**config.mk**
```make
export PLATFORM = sky130hd
export DESIGN_NAME = alarm_set_ctrl_flat
export DESIGN_NICKNAME = d
export VERILOG_FILES = /design/src/rtl/alarm_set_ctrl_if.sv /design/src/rtl/alarm_set_ctrl.sv /design/src/flat_wrapper.sv
export SDC_FILE = /design/constraint.sdc
export NUM_CORES = 1
export LEC_CHECK = 0
export ABC_CLOCK_PERIOD_IN_PS = 2530
export CORE_MARGIN = 2
export CORE_UTILIZATION = 39
export CTS_CLUSTER_DIAMETER = 40
export DETAILED_ROUTE_END_ITERATION = 8
export SYNTH_ARGS = -nofsm -noshare
export SYNTH_HDL_FRONTEND = slang
export SYNTH_SLANG_ARGS = --single-unit
```
**constraint.sdc**
```tcl
create_clock -name clk -period 2.53 [get_ports clk]
set_input_delay 0.506 -clock clk [delete_from_list [all_inputs] [get_ports clk]]
set_output_delay 0.506 -clock clk [all_outputs]
set_load 0.02 [all_outputs]
```
**src/rtl/alarm_set_ctrl_if.sv**
```systemverilog
// Bundle between the alarm controller and its neighbours: debounced button
// ticks and the running time in, the renderer-facing alarm digits out.
interface alarm_set_ctrl_if;
  logic       mode_tick;
  logic       inc_tick;
  logic       dec_tick;
  logic       alarm_en;
  logic [3:0] insecMSB;
  logic [3:0] insecLSB;
  logic [3:0] inminMSB;
  logic [3:0] inminLSB;
  logic [3:0] inhourMSB;
  logic [3:0] inhourLSB;
  logic [1:0] selection;
  logic [3:0] alarmsecMSB;
  logic [3:0] alarmsecLSB;
  logic [3:0] alarmminMSB;
  logic [3:0] alarmminLSB;
  logic [3:0] alarmhourMSB;
  logic [3:0] alarmhourLSB;
  logic       alarm_ring;

  modport master (
    output mode_tick, inc_tick, dec_tick, alarm_en,
    output insecMSB, insecLSB, inminMSB, inminLSB, inhourMSB, inhourLSB,
    input  selection,
    input  alarmsecMSB, alarmsecLSB, alarmminMSB, alarmminLSB,
    input  alarmhourMSB, alarmhourLSB,
    input  alarm_ring
  );

  modport slave (
    input  mode_tick, inc_tick, dec_tick, alarm_en,
    input  insecMSB, insecLSB, inminMSB, inminLSB, inhourMSB, inhourLSB,
    output selection,
    output alarmsecMSB, alarmsecLSB, alarmminMSB, alarmminLSB,
    output alarmhourMSB, alarmhourLSB,
    output alarm_ring
  );
endinterface

```
**src/rtl/alarm_set_ctrl.sv**
```systemverilog
// Alarm-time editor and ring latch: owns the six BCD alarm digits, the edit
// field selection with idle auto-return, and the registered time/alarm match.
module alarm_set_ctrl #(
  parameter int IDLE_TIMEOUT = 500_000_000,
  parameter int TO_W         = 29
) (
  input logic             clk,
  input logic             reset,
  alarm_set_ctrl_if.slave bus
);

  typedef enum logic [1:0] {
    SEL0 = 2'd0,
    SEL1 = 2'd1,
    SEL2 = 2'd2,
    SEL3 = 2'd3
  } sel_t;

  localparam logic [TO_W-1:0] TIMEOUT_LAST = TO_W'(IDLE_TIMEOUT - 1);

  sel_t            state_reg, state_next;
  logic [TO_W-1:0] count_reg, count_next;
  logic            edit_en;
  logic            match_now;
  logic            match_reg, match_q;
  logic            ring_reg, ring_next;
  logic            clear_ring;

  always_ff @(posedge clk) begin
    if (reset) begin
      state_reg <= SEL0;
      count_reg <= '0;
    end else begin
      state_reg <= state_next;
      count_reg <= count_next;
    end
  end

  // mode_tick wins over both the idle timeout and any coincident edit.
  always_comb begin
    state_next = state_reg;
    count_next = '0;
    if (bus.mode_tick) begin
      case (state_reg)
        SEL0: state_next = SEL1;
        SEL1: state_next = SEL2;
        SEL2: state_next = SEL3;
        SEL3: state_next = SEL0;
      endcase
    end else if (state_reg != SEL0) begin
      if (bus.inc_tick || bus.dec_tick) begin
        count_next = '0;
      end else if (count_reg == TIMEOUT_LAST) begin
        state_next = SEL0;
      end else begin
        count_next = count_reg + 1'b1;
      end
    end
  end

  // inc and dec together cancel out.
  assign edit_en = (state_reg != SEL0) && !bus.mode_tick && (bus.inc_tick ^ bus.dec_tick);

  // Pair 0 = seconds, 1 = minutes, 2 = hours; each wraps at its own top value.
  genvar gi;
  generate
    for (gi = 0; gi < 3; gi++) begin : g_pair
      localparam logic [1:0] PAIR_SEL = 2'(gi + 1);
      localparam logic [3:0] TOP_MSB  = (gi == 2) ? 4'd2 : 4'd5;
      localparam logic [3:0] TOP_LSB  = (gi == 2) ? 4'd3 : 4'd9;

      logic [3:0] msb_reg, lsb_reg;
      logic [3:0] msb_next, lsb_next;

      always_comb begin
        msb_next = msb_reg;
        lsb_next = lsb_reg;
        if (edit_en && (state_reg == PAIR_SEL)) begin
          if (bus.inc_tick) begin
            if ((msb_reg == TOP_MSB) && (lsb_reg == TOP_LSB)) begin
              msb_next = 4'd0;
              lsb_next = 4'd0;
            end else if (lsb_reg == 4'd9) begin
              msb_next = msb_reg + 4'd1;
              lsb_next = 4'd0;
            end else begin
              lsb_next = lsb_reg + 4'd1;
            end
          end else begin
            if ((msb_reg == 4'd0) && (lsb_reg == 4'd0)) begin
              msb_next = TOP_MSB;
              lsb_next = TOP_LSB;
            end else if (lsb_reg == 4'd0) begin
              msb_next = msb_reg - 4'd1;
              lsb_next = 4'd9;
            end else begin
              lsb_next = lsb_reg - 4'd1;
            end
          end
        end
      end

      always_ff @(posedge clk) begin
        if (reset) begin
          msb_reg <= 4'd0;
          lsb_reg <= 4'd0;
        end else begin
          msb_reg <= msb_next;
          lsb_reg <= lsb_next;
        end
      end
    end
  endgenerate

  assign match_now = bus.alarm_en && (state_reg == SEL0) &&
    ({bus.inhourMSB, bus.inhourLSB, bus.inminMSB, bus.inminLSB, bus.insecMSB, bus.insecLSB} ==
     {g_pair[2].msb_reg, g_pair[2].lsb_reg, g_pair[1].msb_reg, g_pair[1].lsb_reg,
      g_pair[0].msb_reg, g_pair[0].lsb_reg});

  // Only a fresh rising edge of the registered match may set the ring;
  // any button activity or disarming clears it, and clearing wins.
  assign clear_ring = bus.mode_tick || bus.inc_tick || bus.dec_tick || !bus.alarm_en;

  always_comb begin
    ring_next = ring_reg;
    if (clear_ring) begin
      ring_next = 1'b0;
    end else if (match_reg && !match_q) begin
      ring_next = 1'b1;
    end
  end

  always_ff @(posedge clk) begin
    if (reset) begin
      match_reg <= 1'b0;
      match_q   <= 1'b0;
      ring_reg  <= 1'b0;
    end else begin
      match_reg <= match_now;
      match_q   <= match_reg;
      ring_reg  <= ring_next;
    end
  end

  assign bus.selection    = state_reg;
  assign bus.alarmsecMSB  = g_pair[0].msb_reg;
  assign bus.alarmsecLSB  = g_pair[0].lsb_reg;
  assign bus.alarmminMSB  = g_pair[1].msb_reg;
  assign bus.alarmminLSB  = g_pair[1].lsb_reg;
  assign bus.alarmhourMSB = g_pair[2].msb_reg;
  assign bus.alarmhourLSB = g_pair[2].lsb_reg;
  assign bus.alarm_ring   = ring_reg;

endmodule

```
**src/flat_wrapper.sv**
```systemverilog
// flat-port wrapper written by rule: the top's interface ports become plain ports
module alarm_set_ctrl_flat 
#(
  parameter int IDLE_TIMEOUT = 500_000_000,
  parameter int TO_W         = 29
)
  (clk, reset, bus_mode_tick, bus_inc_tick, bus_dec_tick, bus_alarm_en, bus_insecMSB, bus_insecLSB, bus_inminMSB, bus_inminLSB, bus_inhourMSB, bus_inhourLSB, bus_selection, bus_alarmsecMSB, bus_alarmsecLSB, bus_alarmminMSB, bus_alarmminLSB, bus_alarmhourMSB, bus_alarmhourLSB, bus_alarm_ring);
  alarm_set_ctrl_if bus_i ();
  input logic clk;
  input logic reset;
  input wire logic [$bits(bus_i.mode_tick)-1:0] bus_mode_tick;
  input wire logic [$bits(bus_i.inc_tick)-1:0] bus_inc_tick;
  input wire logic [$bits(bus_i.dec_tick)-1:0] bus_dec_tick;
  input wire logic [$bits(bus_i.alarm_en)-1:0] bus_alarm_en;
  input wire logic [$bits(bus_i.insecMSB)-1:0] bus_insecMSB;
  input wire logic [$bits(bus_i.insecLSB)-1:0] bus_insecLSB;
  input wire logic [$bits(bus_i.inminMSB)-1:0] bus_inminMSB;
  input wire logic [$bits(bus_i.inminLSB)-1:0] bus_inminLSB;
  input wire logic [$bits(bus_i.inhourMSB)-1:0] bus_inhourMSB;
  input wire logic [$bits(bus_i.inhourLSB)-1:0] bus_inhourLSB;
  output wire logic [$bits(bus_i.selection)-1:0] bus_selection;
  output wire logic [$bits(bus_i.alarmsecMSB)-1:0] bus_alarmsecMSB;
  output wire logic [$bits(bus_i.alarmsecLSB)-1:0] bus_alarmsecLSB;
  output wire logic [$bits(bus_i.alarmminMSB)-1:0] bus_alarmminMSB;
  output wire logic [$bits(bus_i.alarmminLSB)-1:0] bus_alarmminLSB;
  output wire logic [$bits(bus_i.alarmhourMSB)-1:0] bus_alarmhourMSB;
  output wire logic [$bits(bus_i.alarmhourLSB)-1:0] bus_alarmhourLSB;
  output wire logic [$bits(bus_i.alarm_ring)-1:0] bus_alarm_ring;
  assign bus_i.mode_tick = bus_mode_tick;
  assign bus_i.inc_tick = bus_inc_tick;
  assign bus_i.dec_tick = bus_dec_tick;
  assign bus_i.alarm_en = bus_alarm_en;
  assign bus_i.insecMSB = bus_insecMSB;
  assign bus_i.insecLSB = bus_insecLSB;
  assign bus_i.inminMSB = bus_inminMSB;
  assign bus_i.inminLSB = bus_inminLSB;
  assign bus_i.inhourMSB = bus_inhourMSB;
  assign bus_i.inhourLSB = bus_inhourLSB;
  assign bus_selection = bus_i.selection;
  assign bus_alarmsecMSB = bus_i.alarmsecMSB;
  assign bus_alarmsecLSB = bus_i.alarmsecLSB;
  assign bus_alarmminMSB = bus_i.alarmminMSB;
  assign bus_alarmminLSB = bus_i.alarmminLSB;
  assign bus_alarmhourMSB = bus_i.alarmhourMSB;
  assign bus_alarmhourLSB = bus_i.alarmhourLSB;
  assign bus_alarm_ring = bus_i.alarm_ring;
  alarm_set_ctrl #(.IDLE_TIMEOUT(IDLE_TIMEOUT), .TO_W(TO_W)) u_core (.clk(clk), .reset(reset), .bus(bus_i));
endmodule
```
==> results of run 1 <==
layout make-up:
| cell class | instances | area (um^2) |
|---|---|---|
| multi-input cells | 386 | 2640 |
| inverters | 23 | 86.3 |
| fillers | 935 | 4940 |
| repair buffers | 73 | 701 |
| well taps | 133 | 166 |
| flip-flops and latches | 58 | 1160 |
| clock inverters | 5 | 30.0 |
| clock buffers | 11 | 141 |
power groups by stage:
stage / Sequential [mW] / Clock [mW] / Combinational (mW)
after floorplan: 0.950 / 0 / 0.0983
after global placement: 0.947 / 0 / 0.195
after detailed placement: 0.947 / 0 / 0.197
after CTS: 0.926 / 0.796 / 0.199
after global routing: 0.927 / 0.833 / 0.217
final: 0.926 / 0.767 / 0.198
cells by family (layout without fill, tap and decap cells):
family / Yosys count / in the layout / synth area share
buffers and inverters: 53 / 112 / 0.0547
adders and majority gates: 25 / 25 / 0.0781
xor gates and xnor gates: 44 / 44 / 0.0963
AOI/OAI and AO/OA: 107 / 107 / 0.185
DFF: 58 / 58 / 0.290
muxes: 3 / 3 / 0.00844
and+or+nand+nor: 207 / 207 / 0.287
metal layers:
layer / share of wire / wire length, um / global-route usage
met1: 0.48 / 5000 / 0.257
met2: 0.45 / 4750 / 0.311
met3: 0.053 / 556 / 0.0377
met4: 0.019 / 201 / 0.0771
met5: 0 / 0 / 0
metrics by stage:
stage / setup WS, ns / std cells / hold WS, ns / power [mW]
2_1_floorplan: 0.0000873 / 497 / 0.430 / 1.05
3_3_place_gp: 0.0107 / 673 / 0.446 / 1.14
3_5_place_dp: -0.0407 / 673 / 0.457 / 1.14
4_1_cts: 0.302 / 689 / 0.473 / 1.92
5_1_grt: 0.161 / 689 / 0.484 / 1.98
6_report: 0.293 / 689 / 0.470 / 1.89
how the worst max path moves through the flow:
stage / startpoint / end / depth (start not counted) / slack [ns]
final: bus_inc_tick / u_core.bus.alarmhourMSB[2]$_SDFFE_PP0P_ / 8 / 0.29
after global routing: bus_inc_tick / u_core.bus.alarmhourMSB[2]$_SDFFE_PP0P_ / 8 / 0.16
after CTS: bus_inc_tick / u_core.bus.alarmhourMSB[2]$_SDFFE_PP0P_ / 8 / 0.30
after detailed placement: bus_inc_tick / u_core.bus.alarmhourMSB[2]$_SDFFE_PP0P_ / 8 / -0.04
after global placement: bus_inc_tick / u_core.bus.alarmhourMSB[3]$_SDFFE_PP0P_ / 8 / 0.01
after floorplan: bus_inc_tick / u_core.bus.alarmhourMSB[2]$_SDFFE_PP0P_ / 10 / 0.00009
layout by cell type, fill, tap and decap left out, types with 3 or more instances in the layout:
master	count
dfxtp_1	58
clkdlybuf4s50_1	56
nor2_1	50
nand2_1	34
nand3_1	27
a21oi_1	26
xor2_1	25
ha_1	25
inv_1	23
o21ai_0	23
xnor2_1	19
nand4_1	17
buf_4	16
nor3_1	11
a311oi_1	10
clkbuf_8	10
and3_1	9
nor4_1	9
a211oi_1	7
a31oi_1	6
nor2b_1	5
a32oi_1	5
or3_1	4
nand3b_1	3
nor3b_1	3
mux2_2	3
a21boi_0	3
nor4b_1	3
clkinv_2	3
==> flow_summary.json, run 1 <==
{
  "grt-ovfl-total": 0,
  "postSynthAreaPerCell_um2": 8.05,
  "finalHoldViolCount": 0,
  "drive_gt1_frac": 0.0989,
  "yosys.cell_count.top_type": "dfxtp_1",
  "fin_tns_setup_ns": 0,
  "hold_path.startpoint": "u_core.count_reg[0]$_SDFF_PP0_",
  "post-route-util": 0.499,
  "intPower_mw": 1.40,
  "timing.rr.end": "u_core.count_reg[3]$_SDFF_PP0_",
  "synth_edf_count": 0,
  "largest_reg_flops": 29,
  "htreeDepth": 3,
  "vias_per_cell": 5.56,
  "layout_worst_path_cycle_share": 0.884,
  "postRouteAntennaNets": 0,
  "r2r-start": "u_core.count_reg[0]$_SDFF_PP0_",
  "initialDrtViolationCount": 247,
  "grt_pass1_wl_um": 17600,
  "vias": 3833,
  "antenna_found_initial": 0,
  "syn_inst": 497,
  "grt_usage": 0.195,
  "fin_crit_ns": 2.24,
  "p_per_area_nw_per_um2": 384,
  "wl_per_cell_um": 15.2,
  "clk_latency_ns": 0.35,
  "die_x_um": 105,
  "async_reset_ff_frac": 0,
  "worst_ep_required_time_ns": 2.81,
  "cts_buffers": 9,
  "cts_tree": "done",
  "min_path_cells": 1,
  "worstMarginPinSlew_ns": 0.718,
  "critPathTopFamily": "buffers and inverters",
  "whs_endpoint": "u_core.count_reg[0]$_SDFF_PP0_",
  "syn_nets": 552,
  "cp-end-kind": "flip-flop",
  "power.share.switching": 0.261,
  "synth_seq_cells": 58,
  "grt_max_degree": 46,
  "cts_sinks": 58,
  "start_util": 0.406,
  "synthTopCellsByArea": "dfxtp_1 (29%), ha_1 (7.8%), xor2_1 (5.5%)",
  "clock-root-buffer": "clkbuf_8",
  "dpl_cell_area_um2": 4750,
  "route.detailed.drc": 0,
  "p_clk_frac": 0.406,
  "design.die.area_um2": 11100,
  "cts.repair.resized": 0,
  "io_pins": 57,
  "rsz0062_at_grt": "false",
  "dp_hpwl_um": 7470,
  "rr_worst_depth": 5,
  "p_seq_frac": 0.490,
  "slew_viol_final": 0,
  "synth.top_cells.by_count": "dfxtp_1 (58), nor2_1 (50), nand2_1 (34)",
  "skew_ns": 0.0120,
  "critPathBufInv": 2,
  "min_path_type": "flip-flop to flip-flop",
  "num_antenna_cells": 0,
  "clkTransAtPathRegs_ns": 0.06,
  "arrival_ns": 2.52,
  "synth_area_um2": 4000,
  "p_leak_nw": 1.67,
  "port_buffers": 56,
  "gp_congestion": 0.867,
  "nNetsFinal": 606,
  "critPathSlowestCell": "clkdlybuf4s50_1",
  "die_h_um": 105,
  "core_um2": 9860,
  "reg2reg_slack_ns": 0.39,
  "yosys_warnings": 0,
  "core.rowCount": 36,
  "cts.path.max_buffers": 2,
  "max_stage_delay_ns": 0.53,
  "holdBufCountCts": 0,
  "netlist.area_leader.share": 0.290,
  "clock.fmax_mhz": 447,
  "yosysUniqueCellTypes": 70,
  "path_class": "input pin to flip-flop",
  "wl_um": 10500,
  "outcome": "completed",
  "ir_drop_mv": 0.371,
  "syn_to_final_growth_pct": 23.0,
  "fin_area_um2": 4920,
  "startpoint_type": "input pin",
  "path_max_fanout": 8,
  "crit_path_cell_trace": "clkdlybuf4s50_1 -> inv_1 -> ha_1 -> nor4bb_4 -> o21ai_0 -> nor2_2 -> a21boi_0 -> o21a_1",
  "maxCapViolCount": 0,
  "power_switching_mw": 0.494,
  "final-setup-viol-count": 0,
  "post_cts_buffers": 0,
  "grt_pass1_vias": 3574,
  "yosysSeqAreaShare": 0.290,
  "synth_top_area_cell": "dfxtp_1",
  "drtPass1Iterations": 5,
  "pwr-share-comb": 0.105,
  "synthFlopType": "dfxtp_1",
  "max_slew_margin": 0.521
}
Power figures use the tool's default switching activity.
==> run 2, diff against run 1 <==
ABC_CLOCK_PERIOD_IN_PS = 2500   (was 2530)
clock period = 2.5 ns   (was 2.53 ns; I/O delays follow)
==> run 2 against run 1 <==
Effect of this change: cell area up 0.43%; global-route usage down 0.22 points; non-clock buffer count unchanged; critical path type unchanged; critical endpoint unchanged; largest cell class unchanged; largest power group unchanged; highest routed layer unchanged.
==> flow_summary.json, run 2 (same netlist as run 1, synthesis figures left out) <==
{
  "rsz0062_at_grt": "false",
  "cts.path.max_buffers": 2,
  "nNetsFinal": 606,
  "cts_buffers": 9,
  "grt_max_degree": 46,
  "multi_input_area_um2": 2640,
  "fin_crit_ns": 2.21,
  "dp_hpwl_um": 7560,
  "largest_reg_flops": 29,
  "cp-end-kind": "flip-flop",
  "finalNonFillerCells": 688,
  "slew_viol_final": 0,
  "vias": 3820,
  "p_leak_nw": 1.67,
  "grt_pass1_vias": 3655,
  "cts_tree": "done",
  "max_slew_margin": 0.527,
  "startpoint_type": "input pin",
  "timing.rr.end": "u_core.count_reg[13]$_SDFF_PP0_",
  "wl_per_cell_um": 15.1,
  "post-route-util": 0.501,
  "cts.repair.resized": 0,
  "n_fill_cell": 929,
  "post_cts_buffers": 0,
  "clk_latency_ns": 0.35,
  "drive_gt1_frac": 0.0991,
  "num_antenna_cells": 0,
  "min_path_cells": 1,
  "path_class": "input pin to flip-flop",
  "htreeDepth": 3,
  "worstMarginPinSlew_ns": 0.709,
  "drtPass1Iterations": 4,
  "clock-root-buffer": "clkbuf_8",
  "core.rowCount": 36,
  "clkTransAtPathRegs_ns": 0.08,
  "finalHoldViolCount": 0,
  "cts_sinks": 58,
  "design.die.area_um2": 11100,
  "min_path_type": "flip-flop to flip-flop",
  "clock.fmax_mhz": 452,
  "wl_um": 10400,
  "grt-ovfl-total": 0,
  "io_pins": 57,
  "port_buffers": 56,
  "dp.cells": 673,
  "initialDrtViolationCount": 195,
  "skew_ns": 0.0147,
  "core_um2": 9860,
  "die_x_um": 105,
  "r2r-start": "u_core.count_reg[8]$_SDFF_PP0_",
  "ff_latch_area_um2": 1160,
  "gp_congestion": 0.889,
  "die_h_um": 105,
  "fin_tns_setup_ns": 0,
  "vias_per_cell": 5.55,
  "postRouteAntennaNets": 0,
  "ir_drop_mv": 0.252,
  "grt_usage": 0.192,
  "hold_path.startpoint": "u_core.count_reg[0]$_SDFF_PP0_",
  "whs_endpoint": "u_core.count_reg[0]$_SDFF_PP0_",
  "path_max_fanout": 8,
  "reg2reg_slack_ns": 0.35,
  "final-setup-viol-count": 0,
  "p_per_area_nw_per_um2": 407,
  "arrival_ns": 2.51,
  "layout_worst_path_cycle_share": 0.885,
  "layout_common_cells": "dfxtp_1 (58), clkdlybuf4s50_1 (56), nor2_1 (50)",
  "holdBufCountCts": 0,
  "worst_ep_required_time_ns": 2.80,
  "start_util": 0.406,
  "rr_worst_depth": 5,
  "antenna_found_initial": 0,
  "route.detailed.drc": 0,
  "maxCapViolCount": 0,
  "outcome": "completed",
  "grt_pass1_wl_um": 17500,
  "syn_to_final_growth_pct": 23.5,
  "final_common_cell": "dfxtp_1"
}
-- run 2: area by class of cell --
class | instances | area share
Clock inverter | 6 | 0.0139
Tap cell | 133 | 0.0337
Multi-Input combinational cell | 386 | 0.533
Clock buffer | 9 | 0.0251
Inverter | 23 | 0.0175
Timing Repair Buffer | 73 | 0.142
Sequential cell | 58 | 0.235
-- run 2: metal layers --
layer | vias to the layer above | track usage | wire length, um
met5 | - | 0 | 0
met4 | 0 | 0.0838 | 250
met3 | 21 | 0.0495 | 497
met2 | 118 | 0.308 | 4770
met1 | 1759 | 0.243 | 4900
li1 | 1922 | - | -
-- run 2: critical path, cell delays in order --
cell and delay [ns]:
clkdlybuf4s50_1 0.53, inv_1 0.08, ha_1 0.36, nor4bb_4 0.24, o21ai_0 0.15, nor2_2 0.31
a21boi_0 0.23, o21a_1 0.12
-- run 2: how the worst max path moves through the flow --
stage | end | cells after the start | startpoint
after detailed placement | u_core.bus.alarmhourMSB[2]$_SDFFE_PP0P_ | 8 | bus_inc_tick
final | u_core.bus.alarmhourMSB[2]$_SDFFE_PP0P_ | 8 | bus_inc_tick
after CTS | u_core.count_reg[13]$_SDFF_PP0_ | 5 | u_core.count_reg[8]$_SDFF_PP0_
after global placement | u_core.bus.alarmhourMSB[3]$_SDFFE_PP0P_ | 8 | bus_inc_tick
after floorplan | u_core.bus.alarmhourMSB[2]$_SDFFE_PP0P_ | 10 | bus_inc_tick
after global routing | u_core.bus.alarmhourMSB[3]$_SDFFE_PP0P_ | 8 | bus_inc_tick
-- run 2: report_power, final --
part	switching, mW	internal (mW)	leakage [nW]
logic	0.0947	0.104	1.12
clock network	0.422	0.455	0.0835
registers	0.00993	0.928	0.467
-- run 2: metrics by stage --
step                      hold WS (ns)  setup slack [ns]  power (mW)  area [um^2]
after floorplan                  0.430            0.0417        1.06         4020
after global placement           0.445            0.0155        1.16         4750
after detailed placement         0.456           -0.0563        1.16         4750
after CTS                        0.474             0.290        2.04         4940
after global routing             0.501            0.0214        2.10         4940
final                            0.464             0.287        2.01         4940
==> run 3, diff against run 2 <==
ABC_CLOCK_PERIOD_IN_PS = 2300   (was 2500)
CORE_MARGIN = not set   (was 2)
clock period = 2.3 ns   (was 2.5 ns; I/O delays follow)
==> run 3 against run 2 <==
Effect of this change: sequential cell count unchanged; largest power group is now the clock network; sequential share of layout area down 0.86 points; critical path depth down 7.
==> flow_summary.json, run 3 (same netlist as run 1, synthesis figures left out) <==
{
  "outcome": "completed",
  "route.detailed.drc": 0,
  "path_class": "flip-flop to primary output",
  "grt_pass1_vias": 3557,
  "clkTransAtPathRegs_ns": 0.07,
  "worstMarginPinSlew_ns": 0.644,
  "core.rowCount": 36,
  "p_leak_nw": 1.78,
  "fin_tns_setup_ns": 0,
  "vias": 3902,
  "gp_congestion": 0.900,
  "cts_sinks": 58,
  "clock.fmax_mhz": 484,
  "finalHoldViolCount": 0,
  "drive_gt1_frac": 0.121,
  "antenna_found_initial": 0,
  "slew_viol_final": 0,
  "ir_drop_mv": 0.422,
  "vias_per_cell": 5.57,
  "final-setup-viol-count": 0,
  "postRouteAntennaNets": 0,
  "startpoint_type": "flip-flop",
  "start_util": 0.406,
  "critPathSlowestCell": "clkdlybuf4s50_1",
  "min_path_type": "flip-flop to flip-flop",
  "fin_total_pwr_mw": 2.53,
  "rsz0062_at_grt": "false",
  "n_fill_cell": 941,
  "grt_max_degree": 20,
  "io_pins": 57,
  "skew_ns": 0.00902,
  "crit_path_cell_trace": "clkdlybuf4s50_1",
  "drtPass1Iterations": 5,
  "final_common_cell": "dfxtp_1",
  "grt_pass1_wl_um": 16900,
  "grt-ovfl-total": 0,
  "whs_ns": 0.475,
  "preCtsSetupSlack_ns": -0.0957,
  "fin_ws_ns": 0.233,
  "layout_common_cells": "dfxtp_1 (58), clkdlybuf4s50_1 (56), nor2_1 (50)",
  "die_h_um": 103,
  "syn_to_final_growth_pct": 28.2,
  "htreeDepth": 3,
  "worst_ep_required_time_ns": 1.84,
  "wl_um": 10400,
  "num_antenna_cells": 0,
  "cts_tree": "done",
  "ff_latch_area_um2": 1160,
  "fin_crit_ns": 2.07,
  "critPathBufInv": 1,
  "cts_buffers": 9,
  "arrival_ns": 1.61,
  "nNetsFinal": 618,
  "wl_per_cell_um": 14.8,
  "path_max_fanout": 12,
  "max_stage_delay_ns": 0.69,
  "critPathTopFamily": "buffers and inverters",
  "dp_hpwl_um": 7690,
  "grt_usage": 0.203,
  "layout_worst_path_cycle_share": 0.899,
  "holdBufCountCts": 0,
  "largest_reg_flops": 29,
  "die_x_um": 103,
  "core_um2": 9860,
  "clk_latency_ns": 0.34,
  "maxCapViolCount": 0,
  "post_cts_buffers": 0,
  "p_per_area_nw_per_um2": 494,
  "max_slew_margin": 0.568,
  "cp-end-kind": "primary output",
  "initialDrtViolationCount": 182,
  "clock-root-buffer": "clkbuf_8",
  "port_buffers": 56,
  "design.die.area_um2": 10700,
  "multi_input_area_um2": 2670,
  "cts.path.max_buffers": 2
}
[run 3: cell type report]
cell class	instances	share of cell area
timing repair buffer	85	0.152
tap	133	0.0324
inverter	23	0.0168
multi-input combinational	386	0.521
clock inverter	5	0.0244
clock buffer	11	0.0275
sequential	58	0.226
[run 3: stage by stage]
step | utilization | cell area, um^2 | std cells
after floorplan | - | 4050 | 497
final | 0.520 | 5130 | 701
after global placement | 0.493 | 4860 | 685
after detailed placement | 0.493 | 4860 | 685
after CTS | 0.520 | 5120 | 701
after global routing | 0.520 | 5130 | 701
[run 3: what timing repair did]
item,in CTS,in global routing
hold endpoints to repair,0,0
endpoints found under the setup margin,0,5
gates resized for setup,0,1
[run 3: worst paths after layout]
path                                                from                                    to  slack [ns]  depth (start not counted)
hold / removal               u_core.match_reg$_SDFF_PP0_             u_core.match_q$_SDFF_PP0_        0.47                          1
setup / recovery  u_core.bus.alarmminLSB[3]$_SDFFE_PP0P_                    bus_alarmminLSB[3]        0.23                          1
setup reg to reg          u_core.count_reg[9]$_SDFF_PP0_  u_core.bus.selection[1]$_SDFFE_PP0P_        0.27                          5
hold reg to reg              u_core.match_reg$_SDFF_PP0_             u_core.match_q$_SDFF_PP0_        0.47                          1
[run 3: where the power goes]
group | leakage, nW | internal (mW) | switching, mW
combinational | 1.18 | 0.125 | 0.112
clock | 0.134 | 0.858 | 0.422
sequential | 0.467 | 1.01 | 0.00791
total | 1.78 | 1.99 | 0.542
[run 3: metal layers]
metal	up-vias	global-route usage	share of wire
met4	0	0.0737	0.015
met1	1820	0.258	0.47
met2	120	0.340	0.47
met5	-	0	0
li1	1948	-	-
met3	14	0.0437	0.053
